==> src/rtl/ram_burst_reader.sv <==
// Read-side burst master for the dual-port block RAM: issues sequential word
// reads, absorbs the 1-cycle RAM latency and streams words out over valid/ready.
module ram_burst_reader #(
  parameter int ADDR_WIDTH = 16,
  parameter int LEN_WIDTH  = 16
) (
  input  logic                  clk,
  input  logic                  rst,
  input  logic                  start,
  input  logic [ADDR_WIDTH-1:0] start_addr,
  input  logic [LEN_WIDTH-1:0]  length,
  output logic                  busy,
  output logic                  done,
  output logic [ADDR_WIDTH-1:0] ram_addr,
  input  logic [31:0]           ram_dout,
  output logic                  m_valid,
  output logic [31:0]           m_data,
  output logic                  m_last,
  input  logic                  m_ready
);

  typedef enum logic [1:0] {
    S_IDLE,
    S_READ,
    S_DRAIN,
    S_FIN
  } state_t;

  state_t                state_q, state_d;
  logic [ADDR_WIDTH-1:0] addr_q, addr_d;
  logic                  iss_q, iss_d;   // a read address is on ram_addr this cycle
  logic                  cap_q;          // ram_dout carries a requested word this cycle
  logic [LEN_WIDTH-1:0]  rd_left_q, rd_left_d;
  logic [LEN_WIDTH-1:0]  out_left_q, out_left_d;
  logic [31:0]           fifo_q [4];
  logic [1:0]            wr_ptr_q, rd_ptr_q;
  logic [2:0]            cnt_q, cnt_d;
  logic                  push, pop, credit_ok;

  assign push = cap_q;
  assign pop  = m_valid & m_ready;
  assign cnt_d = cnt_q + {2'b00, push} - {2'b00, pop};
  // The next cycle's occupancy plus the word still in flight must leave room
  // for the read we are about to launch.
  assign credit_ok = ({1'b0, cnt_d} + {3'b000, iss_q}) <= 4'd3;

  // NOTE: every variable driven here gets a default first, so no path can
  // leave one unassigned and infer a latch.
  always_comb begin
    state_d    = state_q;
    addr_d     = addr_q;
    iss_d      = 1'b0;
    rd_left_d  = rd_left_q;
    out_left_d = out_left_q;
    if (pop) begin
      out_left_d = out_left_q - LEN_WIDTH'(1);
    end
    unique case (state_q)
      S_IDLE: begin
        if (start) begin
          out_left_d = length;
          if (length == '0) begin
            state_d = S_DRAIN;
          end else begin
            state_d   = S_READ;
            iss_d     = 1'b1;
            addr_d    = start_addr;
            rd_left_d = length - LEN_WIDTH'(1);
          end
        end
      end
      S_READ: begin
        if (rd_left_q == '0) begin
          state_d = S_DRAIN;
        end else if (credit_ok) begin
          iss_d     = 1'b1;
          addr_d    = addr_q + ADDR_WIDTH'(1);
          rd_left_d = rd_left_q - LEN_WIDTH'(1);
          if (rd_left_q == LEN_WIDTH'(1)) begin
            state_d = S_DRAIN;
          end
        end
      end
      S_DRAIN: begin
        if ((pop && m_last) || (out_left_q == '0)) begin
          state_d = S_FIN;
        end
      end
      S_FIN: begin
        state_d = S_IDLE;
      end
      default: state_d = S_IDLE;
    endcase
  end

  // NOTE: sequential state uses non-blocking assignments so every register
  // samples the pre-edge values regardless of statement order.
  always_ff @(posedge clk) begin
    if (rst) begin
      state_q    <= S_IDLE;
      addr_q     <= '0;
      iss_q      <= 1'b0;
      cap_q      <= 1'b0;
      rd_left_q  <= '0;
      out_left_q <= '0;
      wr_ptr_q   <= '0;
      rd_ptr_q   <= '0;
      cnt_q      <= '0;
      // NOTE: the 4-entry buffer is small and m_data must read 0 out of
      // reset, so its storage is cleared here rather than left unreset.
      for (int i = 0; i < 4; i++) begin
        fifo_q[i] <= '0;
      end
    end else begin
      state_q    <= state_d;
      addr_q     <= addr_d;
      iss_q      <= iss_d;
      cap_q      <= iss_q;
      rd_left_q  <= rd_left_d;
      out_left_q <= out_left_d;
      cnt_q      <= cnt_d;
      if (push) begin
        fifo_q[wr_ptr_q] <= ram_dout;
        wr_ptr_q         <= wr_ptr_q + 2'd1;
      end
      if (pop) begin
        rd_ptr_q <= rd_ptr_q + 2'd1;
      end
    end
  end

  assign ram_addr = addr_q;
  assign busy     = (state_q == S_READ) || (state_q == S_DRAIN);
  assign done     = (state_q == S_FIN);
  assign m_valid  = (cnt_q != 3'd0);
  assign m_data   = fifo_q[rd_ptr_q];
  assign m_last   = m_valid && (out_left_q == LEN_WIDTH'(1));

endmodule
==> config.mk <==
export PLATFORM = sky130hd
export DESIGN_NAME = ram_burst_reader
export DESIGN_NICKNAME = d
export VERILOG_FILES = /design/src/rtl/ram_burst_reader.sv
export SDC_FILE = /design/constraint.sdc
export NUM_CORES = 1
export LEC_CHECK = 0
export CORE_ASPECT_RATIO = 1.5
export CORE_MARGIN = 2
export CORE_UTILIZATION = 51
export CTS_CLUSTER_DIAMETER = 120
export CTS_CLUSTER_SIZE = 28
export DETAILED_ROUTE_END_ITERATION = 16
export PLACE_DENSITY = 0.77
export SKIP_LAST_GASP = 1
export SYNTH_ARGS = -nofsm -noshare
export SYNTH_HDL_FRONTEND = slang
export SYNTH_SLANG_ARGS = --single-unit
==> constraint.sdc <==
create_clock -name clk -period 3.1 [get_ports clk]
set_input_delay 0.775 -clock clk [delete_from_list [all_inputs] [get_ports clk]]
set_output_delay 0.775 -clock clk [all_outputs]
set_load 0.01 [all_outputs]
==> flow_summary.ini <==
[outcome]
status = finished clean

[die]
num_io_pins = 120
core_area_mm2 = 0.01839
num_rows = 61
fp.dieH_um = 171.1
start_util_pct = 51.60
die_x_um = 115.4
dieArea_mm2 = 0.01974

[finish]
synthToLayoutAreaGrowth_pct = 27.85
layout_commonest_cell = edfxtp_1
final_util_pct = 65.98
nets = 1100
final_cells = 1282
final_cell_mix = edfxtp_1, clkdlybuf4s50_1, nor2_1
layout-drive-gt1-share_pct = 17.57
num_antenna_cells = 0

[synthesis]
synth_area_per_cell_um2 = 10.94
synth-async-reset-ratio_pct = 0
ys_seq_area_share_pct = 53.36
netlist_instances = 868
yosys_register_bits = 189
ys_types = 71
synth_edf_count = 128
synth_top_area_share_pct = 40.50
synth_area_mm2 = 0.009492
syn-num-nets = 951
synth_top_cells_by_area = edfxtp_1, dfxtp_1, mux4_2
yosysWarnings = 0
yosysTopAreaCell = edfxtp_1
synthFlopType = edfxtp_1

[placement]
portBuffers = 119
dp_hpwl_um = 16540
place_ws_ns = -0.7035
gp_congestion = 0.9114
dp_cells = 1247

[grt]
grt_pass1_wl_um = 38470
grt_usage_pct = 25.50
grt_max_degree = 51
antenna_found_initial = 0
grt_pass1_vias = 7550
overflow = 0

[worst_setup_path]
reg2reg_slack_ns = 0.06
required_ns = 3.43
critPathMaxFanout = 17
cp.arrival_ns = 3.39
critPathCapture = rd_left_q[3]
worstReg2RegEnd = ram_addr[1]
endpoint_kind = flip-flop
r2r_start = cnt_q[0]
cp-startpoint = m_ready
crit_type = input port to flip-flop
worst_r2r_path_depth = 13
worstSetupStartpointType = input port

[drt]
wirelength_um = 24590
firstDrtPassIters = 6
ant_nets = 0
remaining_drc_errors = 0
drtIter0Drc = 890
dr_wl_met3_um = 1556
wl_met2_um = 13290
wl_met1_um = 8882
vias = 7641
via_per_inst = 5.960
routed.top_layer = met4
wire_per_inst_um = 19.18

[cts]
cts_sinks = 189
cts_tree = done
cts_hold_buf = 0
clockRootBuffer = clkbuf_16
clk_latency_ns = 0.44
cts_max_level = 4
clock_path_buffers = 2
path_clk_slew_ns = 0.08
cts_buffers = 17

[timing]
rsz0062_at_grt = true
worst_slew_margin_rel_pct = 45.52
finClkSkew_ns = 0.01341
tightest_slew_ns = 0.8097
fmax_mhz = 327.4
setup_ws_ns = 0.04605
period_needed_ns = 3.054
maxSlewViolCount = 0
timing.hold.ws_ns = 0.4841
setup_viol = 0
hold_violations = 0
fin_crit_sh_pct = 98.51

[pwr]
powerDensity_mw_per_mm2 = 834.1
cellLeakagePower_nw = 4.484
vdd_drop_max_mv = 0.5458

[hold_path]
hold_depth = 1
hold_class = flip-flop to flip-flop

[flow_run]
drv_cap = 0
per-stage QoR:
stage	instance area, um^2	setup TNS (ns)	power, W
6_report	12140	0	0.01012
5_1_grt	12140	-0.3688	0.01064
4_1_cts	12050	0	0.009973
3_5_place_dp	11370	-20.74	0.007663
3_3_place_gp	11370	-18.26	0.007599
2_1_floorplan	9494	0	0.005969
kinds of logic (layout without fill, tap and decap cells):
| family | count (synthesis) | count (layout) | synth area share, % |
|---|---|---|---|
| multiplexers | 36 | 36 | 8.028 |
| flip-flops | 189 | 189 | 53.36 |
| buffers and inverters | 114 | 276 | 4.785 |
| AND/OR/NAND/NOR | 345 | 345 | 17.97 |
| adder cells (fa/ha/maj) | 15 | 15 | 2.056 |
| AO/OA/AOI/OAI | 143 | 143 | 11.24 |
| XOR/XNOR | 26 | 26 | 2.557 |
power breakdown:
part,internal (W),switching (W)
clock network,0.00112,0.00112
logic,0.00207,0.00233
registers,0.00310,0.000381
total,0.00629,0.00383
layer usage:
metal  track usage (%)  vias to the layer above
li1                  -                     3531
met1             28.59                     3686
met2             46.81                      366
met3             4.357                       58
met4             11.00                        0
met5                 0                        -
synth_stat cells, types with 4 or more instances:
| master | instances |
|---|---|
| and2_1 | 34 |
| edfxtp_1 | 128 |
| or4_1 | 6 |
| a211oi_1 | 10 |
| xor2_1 | 12 |
| or3_1 | 8 |
| a31oi_1 | 4 |
| nand4_1 | 15 |
| nand2_1 | 80 |
| a41oi_1 | 7 |
| o211ai_1 | 4 |
| o21ai_0 | 16 |
| ha_1 | 14 |
| nor2b_1 | 8 |
| nor2_1 | 114 |
| buf_2 | 6 |
| a2111oi_0 | 10 |
| o31a_1 | 6 |
| a311oi_1 | 7 |
| mux4_2 | 32 |
| xnor2_1 | 13 |
| clkbuf_1 | 49 |
| nor4_1 | 11 |
| nand3_1 | 15 |
| o31ai_1 | 5 |
| nor3_1 | 24 |
| dfxtp_1 | 61 |
| buf_1 | 6 |
| o32ai_1 | 13 |
| inv_1 | 50 |
| and3_1 | 4 |
| a21oi_1 | 26 |
| nand2b_1 | 5 |
| o41ai_1 | 12 |
area by class of cell:
cell class,count,area (um^2)
clock buffer,17,425.4
clock inverter,15,201.4
fill,1393,6259
inverter,50,187.7
multi-input combinational,565,4109
sequential,189,5067
tap,252,315.3
timing repair buffer,194,1829
sequential cells by signal, summed over array words and instances, names as in the netlist, named ones only:
signal,flops
iss_q,1
cnt_q,3
ram_addr,16
out_left_q,16
cap_q,1
rd_ptr_q,2
rd_left_q,16
state_q,2
fifo_q,128
wr_ptr_q,2
worst min path at each step:
stage	slack (ns)	startpoint	to
after floorplan	0.44	iss_q	cap_q
after global placement	0.46	iss_q	cap_q
after detailed placement	0.48	rd_left_q[4]	rd_left_q[4]
after CTS	0.49	iss_q	cap_q
after global routing	0.49	iss_q	cap_q
final	0.48	iss_q	cap_q
what timing repair did:
| item | CTS | global route |
|---|---|---|
| gates resized for setup | 10 | 23 |
| endpoints found under the setup margin | 35 | 20 |
| buffers inserted | 3 | 0 |
| pin swaps | 0 | 2 |
worst max-delay path, cell delays in order:
cell,delay (ns)
dlygate4sd2_1,0.28
nand2_2,0.07
mux2i_1,0.14
ha_1,0.16
inv_1,0.05
fa_1,0.53
inv_1,0.06
ha_2,0.20
and3_4,0.21
nor3_2,0.23
buf_6,0.24
nor3_1,0.08
buf_4,0.16
a32o_1,0.20
Note: power is estimated with default switching activity, not from simulation.
